===== src/rtl/control_path_seq_pkg.sv =====
`default_nettype none
// ============================================================================
//  Module      : cpuConfig (package)
//  Description : Shared encodings for the picoMIPS control path: opcodes,
//                ALU function select and controller states, plus a small
//                decode helper.
//  Revision    : 1.0 - initial release
// ============================================================================
package cpuConfig;

  localparam int OPCODE_W = 6;

  // Opcodes are prefixed OP_ so that OP_HALT does not collide with the
  // HALT controller state below.
  typedef enum logic [OPCODE_W-1:0] {
    OP_NOP    = 6'd0,
    OP_ADD    = 6'd1,
    OP_ADDI   = 6'd2,
    OP_SUB    = 6'd3,
    OP_SUBI   = 6'd4,
    OP_MUL    = 6'd5,
    OP_MULI   = 6'd6,
    OP_LDSW   = 6'd7,
    OP_BEQ    = 6'd8,
    OP_BNE    = 6'd9,
    OP_JMP    = 6'd10,
    OP_CALL   = 6'd11,
    OP_RET    = 6'd12,
    OP_WAITSW = 6'd13,
    OP_HALT   = 6'd63
  } opCode_t;

  typedef enum logic [1:0] {
    ALU_ADD = 2'd0,
    ALU_SUB = 2'd1,
    ALU_MUL = 2'd2,
    PASS_B  = 2'd3
  } aluFunc_t;

  typedef enum logic [1:0] {
    RUN          = 2'd0,
    WAIT_PRESS   = 2'd1,
    WAIT_RELEASE = 2'd2,
    HALT         = 2'd3
  } ctrlState_t;

  // Opcodes that write a general-purpose register (ALU ops and LDSW).
  function automatic logic writesReg(input logic [OPCODE_W-1:0] op);
    return op inside {OP_ADD, OP_ADDI, OP_SUB, OP_SUBI, OP_MUL, OP_MULI, OP_LDSW};
  endfunction

endpackage
`default_nettype wire


===== src/rtl/control_path_seq_return_stack.sv =====
`default_nettype none
// ============================================================================
//  Module      : return_stack
//  Description : LIFO of return addresses for CALL/RET. Contents are not
//                reset; only the stack pointer is.
//  Ports       : clk, nReset     - clock, async active-low reset
//                push_i / pop_i  - push dataIn_i / drop top entry
//                dataIn_i        - address to push
//                dataOut_o       - current top entry (valid when !empty_o)
//                full_o, empty_o - occupancy flags
//  Revision    : 1.0 - initial release
// ============================================================================
module return_stack #(
  parameter int STACK_DEPTH = 4,
  parameter int P_SIZE      = 5
) (
  input  logic              clk,
  input  logic              nReset,
  input  logic              push_i,
  input  logic              pop_i,
  input  logic [P_SIZE-1:0] dataIn_i,
  output logic [P_SIZE-1:0] dataOut_o,
  output logic              full_o,
  output logic              empty_o
);

  localparam int SP_W  = $clog2(STACK_DEPTH + 1);
  // Storage index width; kept at least 1 so a depth-1 stack still has a
  // legal index.
  localparam int IDX_W = (STACK_DEPTH > 1) ? $clog2(STACK_DEPTH) : 1;

  logic [P_SIZE-1:0] mem_q [2**IDX_W];
  logic [SP_W-1:0]   sp_q;
  logic [SP_W-1:0]   sp_d;
  logic [SP_W-1:0]   spDec;

  assign spDec     = sp_q - SP_W'(1);
  assign full_o    = (sp_q == SP_W'(STACK_DEPTH));
  assign empty_o   = (sp_q == '0);
  assign dataOut_o = mem_q[spDec[IDX_W-1:0]];

  // Push and pop are mutually exclusive in the controller; push wins if both.
  always_comb begin
    sp_d = sp_q;
    if (push_i && !full_o) begin
      sp_d = sp_q + SP_W'(1);
    end else if (pop_i && !empty_o) begin
      sp_d = spDec;
    end
  end

  always_ff @(posedge clk or negedge nReset) begin
    if (!nReset) begin
      sp_q <= '0;
    end else begin
      sp_q <= sp_d;
    end
  end

  always_ff @(posedge clk) begin
    if (push_i && !full_o) begin
      mem_q[sp_q[IDX_W-1:0]] <= dataIn_i;
    end
  end

endmodule
`default_nettype wire


===== src/rtl/control_path_seq.sv =====
`default_nettype none
// ============================================================================
//  Module      : control_path_seq
//  Description : picoMIPS control path. Sequences the program counter
//                through branches, jumps, CALL/RET, a switch handshake and
//                a terminal HALT, and decodes datapath control fields.
//  Ports       : clk, nReset        - clock, async active-low reset
//                pcOut              - program memory address
//                instructionIn      - {opCode, opD, opS} for pcOut
//                aluZero            - ALU zero result of current instruction
//                switchesIn         - board switches, bit 8 = handshake
//                aluFunc, aluImmediate, immSwitches, regWrite - datapath ctrl
//                opD, opS           - instruction operand fields
//                halted, stackError - status
//                displayOpCode      - current opcode for the demo display
//  Revision    : 1.0 - initial release
// ============================================================================
module control_path_seq
  import cpuConfig::*;
#(
  parameter int N           = 8,
  parameter int O_SIZE      = 6,
  parameter int P_SIZE      = 5,
  parameter int R_SIZE      = 3,
  parameter int I_SIZE      = O_SIZE + R_SIZE + N,
  parameter int STACK_DEPTH = 4
) (
  input  logic              clk,
  input  logic              nReset,
  output logic [P_SIZE-1:0] pcOut,
  input  logic [I_SIZE-1:0] instructionIn,
  input  logic              aluZero,
  input  logic [9:0]        switchesIn,
  output aluFunc_t          aluFunc,
  output logic              aluImmediate,
  output logic              immSwitches,
  output logic              regWrite,
  output logic [R_SIZE-1:0] opD,
  output logic [N-1:0]      opS,
  output logic              halted,
  output logic              stackError,
  output logic [O_SIZE-1:0] displayOpCode
);

  ctrlState_t        state_q, state_d;
  logic [P_SIZE-1:0] pc_q, pc_d;
  logic              zFlag_q, zFlag_d;
  logic              stackError_q, stackError_d;
  logic              sync1_q, sync2_q;

  logic [O_SIZE-1:0] opCode;
  logic [P_SIZE-1:0] pcInc;
  logic [P_SIZE-1:0] target;
  logic              swSync;
  logic              push, pop;
  logic [P_SIZE-1:0] stkTop;
  logic              stkFull, stkEmpty;
  logic              wrDec;

  // The low switch byte and bit 9 belong to the datapath, not this block.
  logic unused_sw;
  assign unused_sw = ^{switchesIn[9], switchesIn[7:0]};

  assign opCode        = instructionIn[I_SIZE-1 -: O_SIZE];
  assign opD           = instructionIn[N +: R_SIZE];
  assign opS           = instructionIn[N-1:0];
  assign displayOpCode = opCode;
  assign pcInc         = pc_q + P_SIZE'(1);
  assign target        = instructionIn[P_SIZE-1:0];
  assign swSync        = sync2_q;

  assign pcOut      = pc_q;
  assign halted     = (state_q == HALT);
  assign stackError = stackError_q;
  // Gated by nReset so no write strobe escapes while reset is held.
  assign regWrite   = wrDec && (state_q == RUN) && nReset;

  return_stack #(
    .STACK_DEPTH(STACK_DEPTH),
    .P_SIZE     (P_SIZE)
  ) u_return_stack (
    .clk      (clk),
    .nReset   (nReset),
    .push_i   (push),
    .pop_i    (pop),
    .dataIn_i (pcInc),
    .dataOut_o(stkTop),
    .full_o   (stkFull),
    .empty_o  (stkEmpty)
  );

  // Datapath control decode: purely a function of the opcode.
  always_comb begin
    aluFunc      = ALU_ADD;
    aluImmediate = 1'b0;
    immSwitches  = 1'b0;
    wrDec        = writesReg(opCode);
    case (opCode)
      OP_ADDI:         aluImmediate = 1'b1;
      OP_SUB:          aluFunc = ALU_SUB;
      OP_SUBI: begin
        aluFunc      = ALU_SUB;
        aluImmediate = 1'b1;
      end
      OP_MUL:          aluFunc = ALU_MUL;
      OP_MULI: begin
        aluFunc      = ALU_MUL;
        aluImmediate = 1'b1;
      end
      OP_LDSW: begin
        aluFunc      = PASS_B;
        aluImmediate = 1'b1;
        immSwitches  = 1'b1;
      end
      default:         aluFunc = ALU_ADD;
    endcase
  end

  // Sequencer next-state logic.
  always_comb begin
    state_d      = state_q;
    pc_d         = pc_q;
    zFlag_d      = zFlag_q;
    stackError_d = stackError_q;
    push         = 1'b0;
    pop          = 1'b0;
    case (state_q)
      RUN: begin
        case (opCode)
          OP_ADD, OP_ADDI, OP_SUB, OP_SUBI, OP_MUL, OP_MULI: begin
            zFlag_d = aluZero;
            pc_d    = pcInc;
          end
          // Branches see the flag as it stood before this edge.
          OP_BEQ: pc_d = zFlag_q ? target : pcInc;
          OP_BNE: pc_d = zFlag_q ? pcInc : target;
          OP_JMP: pc_d = target;
          OP_CALL: begin
            if (stkFull) begin
              stackError_d = 1'b1;
              state_d      = HALT;
            end else begin
              push = 1'b1;
              pc_d = target;
            end
          end
          OP_RET: begin
            if (stkEmpty) begin
              stackError_d = 1'b1;
              state_d      = HALT;
            end else begin
              pop  = 1'b1;
              pc_d = stkTop;
            end
          end
          OP_WAITSW: state_d = WAIT_PRESS;
          OP_HALT:   state_d = HALT;
          default:   pc_d = pcInc;  // NOP, LDSW, unknown
        endcase
      end
      WAIT_PRESS: begin
        if (swSync) state_d = WAIT_RELEASE;
      end
      WAIT_RELEASE: begin
        if (!swSync) begin
          state_d = RUN;
          pc_d    = pcInc;
        end
      end
      default: state_d = state_q;  // HALT is absorbing
    endcase
  end

  always_ff @(posedge clk or negedge nReset) begin
    if (!nReset) begin
      state_q      <= RUN;
      pc_q         <= '0;
      zFlag_q      <= 1'b0;
      stackError_q <= 1'b0;
      sync1_q      <= 1'b0;
      sync2_q      <= 1'b0;
    end else begin
      state_q      <= state_d;
      pc_q         <= pc_d;
      zFlag_q      <= zFlag_d;
      stackError_q <= stackError_d;
      sync1_q      <= switchesIn[8];
      sync2_q      <= sync1_q;
    end
  end

endmodule
`default_nettype wire


===== config.mk =====
export PLATFORM = sky130hd
export DESIGN_NAME = control_path_seq
export DESIGN_NICKNAME = d
export VERILOG_FILES = /design/src/rtl/control_path_seq_pkg.sv /design/src/rtl/control_path_seq_return_stack.sv /design/src/rtl/control_path_seq.sv
export SDC_FILE = /design/constraint.sdc
export NUM_CORES = 1
export LEC_CHECK = 0
export BUFFER_PORTS_ARGS = -buffer_cell sky130_fd_sc_hd__buf_2
export CAP_MARGIN = 15
export CORE_MARGIN = 2
export CORE_UTILIZATION = 50
export DETAILED_ROUTE_END_ITERATION = 10
export PLACE_DENSITY = 0.82
export SLEW_MARGIN = 30
export SYNTH_ARGS = -nofsm -noshare
export SYNTH_HDL_FRONTEND = slang
export SYNTH_SLANG_ARGS = --single-unit

===== constraint.sdc =====
create_clock -name clk -period 3.4 [get_ports clk]
set_input_delay 0.17 -clock clk [delete_from_list [all_inputs] [get_ports clk]]
set_output_delay 0.17 -clock clk [all_outputs]
set_load 0.005 [all_outputs]

Word level (Yosys, flattened, before mapping) --
Memories as Yosys holds them, arrays and structs flattened. Cells that the tools add are included.
Storage, ports and cells: bits in registers 14, bits in writable memories 20, input port bits 30, output and inout port bits 29, logic and storage cells 90, memories 1
Memories:
- u_return_stack.mem_q | depth 4, bits a word 5, read ports 1, clocked after Yosys merged registers in 0, write ports 1, RTL line control_path_seq_return_stack.sv:32 | logic [P_SIZE-1:0] mem_q [2**IDX_W];
Operators by class: add/subtract/negate cells 3, equality and inequality tests 28, mux-type cells 29, reduce and logical (&&, ||, !) cells 22
Operators by type and width (number):
- == test 6 x 4 -> 1 bit (second input constant) | 6
- one-hot mux 5 bit (6 select lines) | 1
- two-way mux 5 bit | 5
- == test 6 x 3 -> 1 bit (second input constant) | 4
- == test 6 x 2 -> 1 bit (second input constant) | 2
- two-way mux 1 bit | 12
- one-hot mux 2 bit (3 select lines) | 2
- one-hot mux 5 bit (2 select lines) | 1
- two-way mux 2 bit | 4
- one-hot mux 2 bit (4 select lines) | 1
- nonzero test 7 bit | 1
- == test 6 x 1 -> 1 bit (second input constant) | 1
- == test 6 bit (second input constant) | 1
- two-way mux 3 bit | 2
- != test 2 bit (second input constant) | 3
- != test 3 x 2 -> 1 bit (second input constant) | 2
- != test 3 bit (second input constant) | 2
- AND reduction 6 bit | 1
- nonzero test 2 bit | 3
- OR reduction 2 bit | 3
- OR reduction 6 bit | 1
- adder 5 x 1 -> 5 bit (second input constant) | 1
- != test 5 x 1 -> 1 bit (second input constant) | 1
- AND reduction 5 bit | 1
- 15 further kinds | 21

Logic depth before layout (Yosys ltp) --
depth after elaboration 7, depth in mapped cells 9, mapped depth without buffers 7

Cells and area by module --
A second synthesis with hierarchy kept.
Unflattened totals: cell total of the unflattened synthesis 192, area total of the unflattened synthesis 2175.8 um^2
By module, submodules not included:
- control_path_seq | instances 1, cells each 135, area an instance 1161.1 um^2, sequential area each 275.3 um^2
- return_stack | instances 1, cells each 57, area an instance 1014.7 um^2, sequential area each 675.6 um^2

Worst setup path after synthesis --
OpenSTA, ideal clock, no wires.
kind register -> register, start register u_return_stack.sp_q[0], end register pc_q[3], in the netlist pcOut[3], setup time 0.132 ns, arrival time 2.028 ns, data required time 3.268 ns, slack 1.240 ns, stages on the path, launching flop included 9, path buffers 2, clock period less this slack 2.160 ns, cell sequence dfrtp_1 > buf_2 > inv_1 > ha_1 > clkbuf_1 > mux4_2 > and2_1 > o41ai_1 > o21ai_1
On the way: cells in the longest elaborated chain, start to end 5, elaborated cells on any way between the ends 10, classes of those cells 1 x add/sub; 3 x eq/ne; 3 x mux; 2 x reduce/logical; 1 x memory
RTL lines:
- from (decl) | RTL line control_path_seq_return_stack.sv:33 | logic [SP_W-1:0] sp_q;
- from (signal assigned) | RTL line control_path_seq_return_stack.sv:56 | sp_q <= sp_d;
- subtractor 3 x 1 -> 3 bit | RTL line control_path_seq_return_stack.sv:37 | assign spDec = sp_q - SP_W'(1);
- memory (4 x 5 bit)
- two-way mux 5 bit | RTL line control_path_seq.sv:148 | if (stkEmpty) begin
- one-hot mux 5 bit (6 select lines) | RTL line control_path_seq.sv:129 | case (opCode)
- one-hot mux 5 bit (2 select lines) | RTL line control_path_seq.sv:127 | case (state_q)
- to (signal assigned) | RTL line control_path_seq.sv:184 | pc_q <= pc_d;
- to (decl) | RTL line control_path_seq.sv:46 | logic [P_SIZE-1:0] pc_q, pc_d;
Parallel ways exist; a longest one is shown, timed or not. The select of a mux whose other input is x is not followed. A chain may end at the register's enable or synchronous reset.

Worst setup path after layout --
Ends and elaborated chain as after synthesis.

==> results.json <==
{
  "core_area_sq_mm": 0.004058,
  "antenna_found_initial": 0,
  "ys_types": 49,
  "die_x_um": 69.59,
  "p_sw_share_pct": 33.77,
  "synth_edf_count": 20,
  "synth_area_per_cell_sq_um": 10.65,
  "power.share.clock_pct": 28.7,
  "clockBufferDepth": 2,
  "p_leak_nw": 1.046,
  "cts_root_buffer": "clkbuf_8",
  "synth_area_sq_mm": 0.002151,
  "die_area_sq_mm": 0.004842,
  "critPathCaptureType": "register",
  "drt_first_iter_violations": 260,
  "clock_latency_ns": 0.29,
  "multi_input_area_sq_um": 979.7,
  "clk_pin_slew_ns": 0.08,
  "reg2reg_slack_ns": 0.93,
  "fillers": 356,
  "yosys-top-cells-count": "20 x edfxtp_1, 17 x buf_4, 14 x dfrtp_1, 14 x inv_1, 14 x nor2_1",
  "synth_seq_cells": 34,
  "cts_made_buffers": 5,
  "slowest_stage": "dfrtp_1",
  "yosys_warnings": 0,
  "critPathArrivalTime_ns": 2.62,
  "setup_violations": 0,
  "rr_worst_depth": 6,
  "synth-xor-area-share_pct": 2.850,
  "die_y_um": 69.59,
  "crit_path_max_fanout": 9,
  "vias": 1603,
  "syn_inst": 202,
  "layout.nets": 262,
  "firstDrtPassIters": 4,
  "rsz0062_at_grt": "false",
  "viasPerCell": 5.872,
  "gp_congestion": 0.8001,
  "crit_chain": "inv_1 -> ha_1 -> mux4_2 -> and2_1 -> o41ai_1 -> o21ai_1",
  "grt_pass1_vias": 1560,
  "hold_path.startpoint": "aluZero",
  "finalHoldViolCount": 0,
  "cts_htree_levels": 2,
  "yosysTopAreaCell": "edfxtp_1",
  "dp_hpwl_um": 3441,
  "path_delay_family": "flip-flops",
  "synth_top_family_by_area": "simple AND/OR/NAND/NOR gates",
  "grt_first_pass_wirelength_um": 7783,
  "netlist.area_leader.share_pct": 27.92,
  "synthesis.nets": 242,
  "grt_max_degree": 24,
  "fin_util_pct": 58.87,
  "cp_slowest_stage_delay_ns": 0.63,
  "track_usage_pct": 20.50,
  "cp-start-kind": "register",
  "synth_area_leaders": "edfxtp_1 28%, dfrtp_1 16%, buf_4 5.9%",
  "min_period_over_period_pct": 72.77,
  "regArea_sq_um": 950.9,
  "post-cts-setup-buffers": 0,
  "criticalPathCategory": "reg2reg",
  "holdCritPathClass": "in2reg",
  "fp-row-count": 23,
  "cap_violations": 0,
  "worst_ir_drop_vdd_mv": 0.3746,
  "status": "finished, final reports clean",
  "pwr_density_cell_mw_per_mm2": 658.2,
  "wl_um": 4680,
  "ioPinCount": 59,
  "pwr-share-comb_pct": 32.6,
  "hold_end": "zFlag_q$_DFFE_PN0P_",
  "synth-compound-area-share_pct": 12.97,
  "clock_sinks": 34,
  "timing.slew.headroom_pct": 43.98,
  "antenna_left": 0,
  "r2r-start": "u_return_stack.sp_q[0]$_DFFE_PN0P_",
  "reg2reg_to": "pcOut[3]$_DFFE_PN0P_",
  "p_int_w": 0.001041,
  "finalCriticalPeriod_ns": 2.474,
  "synthMuxAreaShare_pct": 7.679,
  "synth-simple-area-share_pct": 15.76,
  "port_buffers": 37,
  "ys.flop_type": "edfxtp_1",
  "num_antenna_cells": 0,
  "critPathRequiredTime_ns": 3.55,
  "switching_power_w": 0.0005309,
  "setup_tns_ns": 0,
  "tightest_slew_ns": 0.8286,
  "cts_tree": "done",
  "fmax_mhz": 404.2,
  "async_reset_ff_share_pct": 41.18,
  "critPathBufInv": 1,
  "start_util_pct": 53.01,
  "pwr-share-seq_pct": 38.7,
  "grt_overflow": 0,
  "drive_gt1_share_pct": 25.11,
  "final_max_slew_viol_count": 0,
  "skew_ns": 0.008041,
  "wl_per_cell_um": 17.14,
  "synth.most_common_cell": "edfxtp_1",
  "synthAdderAreaFrac_pct": 6.283,
  "syn_to_final_growth_pct": 11.05,
  "min_path_cells": 2,
  "remaining_drc_errors": 0,
  "yosysSeqAreaShare_pct": 44.21
}
placed cells by master, fill, tap and decap left out, types with 5 or more instances in the layout:
| cell type | instances |
|---|---|
| clkbuf_8 | 5 |
| nor2_1 | 14 |
| o21ai_0 | 8 |
| mux4_2 | 5 |
| inv_1 | 14 |
| xor2_1 | 6 |
| ha_1 | 10 |
| a21oi_1 | 8 |
| nand2_1 | 13 |
| dfrtp_1 | 14 |
| and3_1 | 7 |
| buf_2 | 37 |
| edfxtp_1 | 20 |
sequential cells by signal (all words and copies together), names as in the netlist:
register,flops
zFlag_q,1
pcOut,5
u_return_stack.sp_q,3
stackError,1
sync1_q,1
swSync,1
u_return_stack.mem_q,20
state_q,2
final cells by class:
cell class	count	share of cell area (%)
well taps	50	2.619
clock buffers	5	2.881
flip-flops and latches	34	39.81
clock inverters	3	2.881
inverters	14	2.200
repair buffers	39	8.591
multi-input cells	128	41.02
what timing repair did:
item	4_1_cts	5_1_grt
endpoints found under the hold margin	15	0
hold buffers	2	0
resized for setup	0	0
worst max path at each step:
stage / slack [ns] / cells after the start / startpoint / to
after CTS: 0.90 / 6 / u_return_stack.sp_q[0]$_DFFE_PN0P_ / pcOut[3]$_DFFE_PN0P_
after detailed placement: 0.92 / 6 / u_return_stack.sp_q[0]$_DFFE_PN0P_ / pcOut[3]$_DFFE_PN0P_
final: 0.93 / 6 / u_return_stack.sp_q[0]$_DFFE_PN0P_ / pcOut[3]$_DFFE_PN0P_
after floorplan: 1.24 / 8 / u_return_stack.sp_q[0]$_DFFE_PN0P_ / pcOut[3]$_DFFE_PN0P_
after global routing: 0.65 / 6 / u_return_stack.sp_q[0]$_DFFE_PN0P_ / pcOut[0]$_DFFE_PN0P_
after global placement: 0.97 / 6 / u_return_stack.sp_q[0]$_DFFE_PN0P_ / pcOut[0]$_DFFE_PN0P_
layer usage:
layer  global-route usage [%]  share of wire, %  up-vias
met5                        0                 0        -
met4                    8.061               1.6        0
met3                    4.506               5.2        7
met2                    32.37                49       52
met1                    27.53                45      781
li1                         -                 -      763
cells by family after synthesis:
family | Yosys count
AO/OA/AOI/OAI | 39
XOR/XNOR | 7
flip-flops | 34
adder cells (fa/ha/maj) | 11
buffers and inverters | 40
AND/OR/NAND/NOR | 61
multiplexers | 10
through the flow:
step                setup slack, ns  total power, W  area [sq um]  cells  hold slack [ns]
floorplan                     1.240       0.0009769          2151    202          -0.1256
global placement             0.9727        0.001097          2231    263          0.08599
detailed placement           0.9158        0.001119          2231    263          0.09206
CTS                          0.8984        0.001575          2389    273           0.1090
global route                 0.6473        0.001668          2389    273           0.1262
finish                       0.9259        0.001572          2389    273           0.1156
power groups by stage:
stage / clock network [W] / logic [W] / registers [W]
6_report: 0.000450 / 0.000513 / 0.000609
5_1_grt: 0.000474 / 0.000576 / 0.000618
4_1_cts: 0.000458 / 0.000509 / 0.000608
3_5_place_dp: 0 / 0.000503 / 0.000616
3_3_place_gp: 0 / 0.000484 / 0.000613
2_1_floorplan: 0 / 0.000383 / 0.000594
No activity file was read; power rests on OpenSTA's default activity.
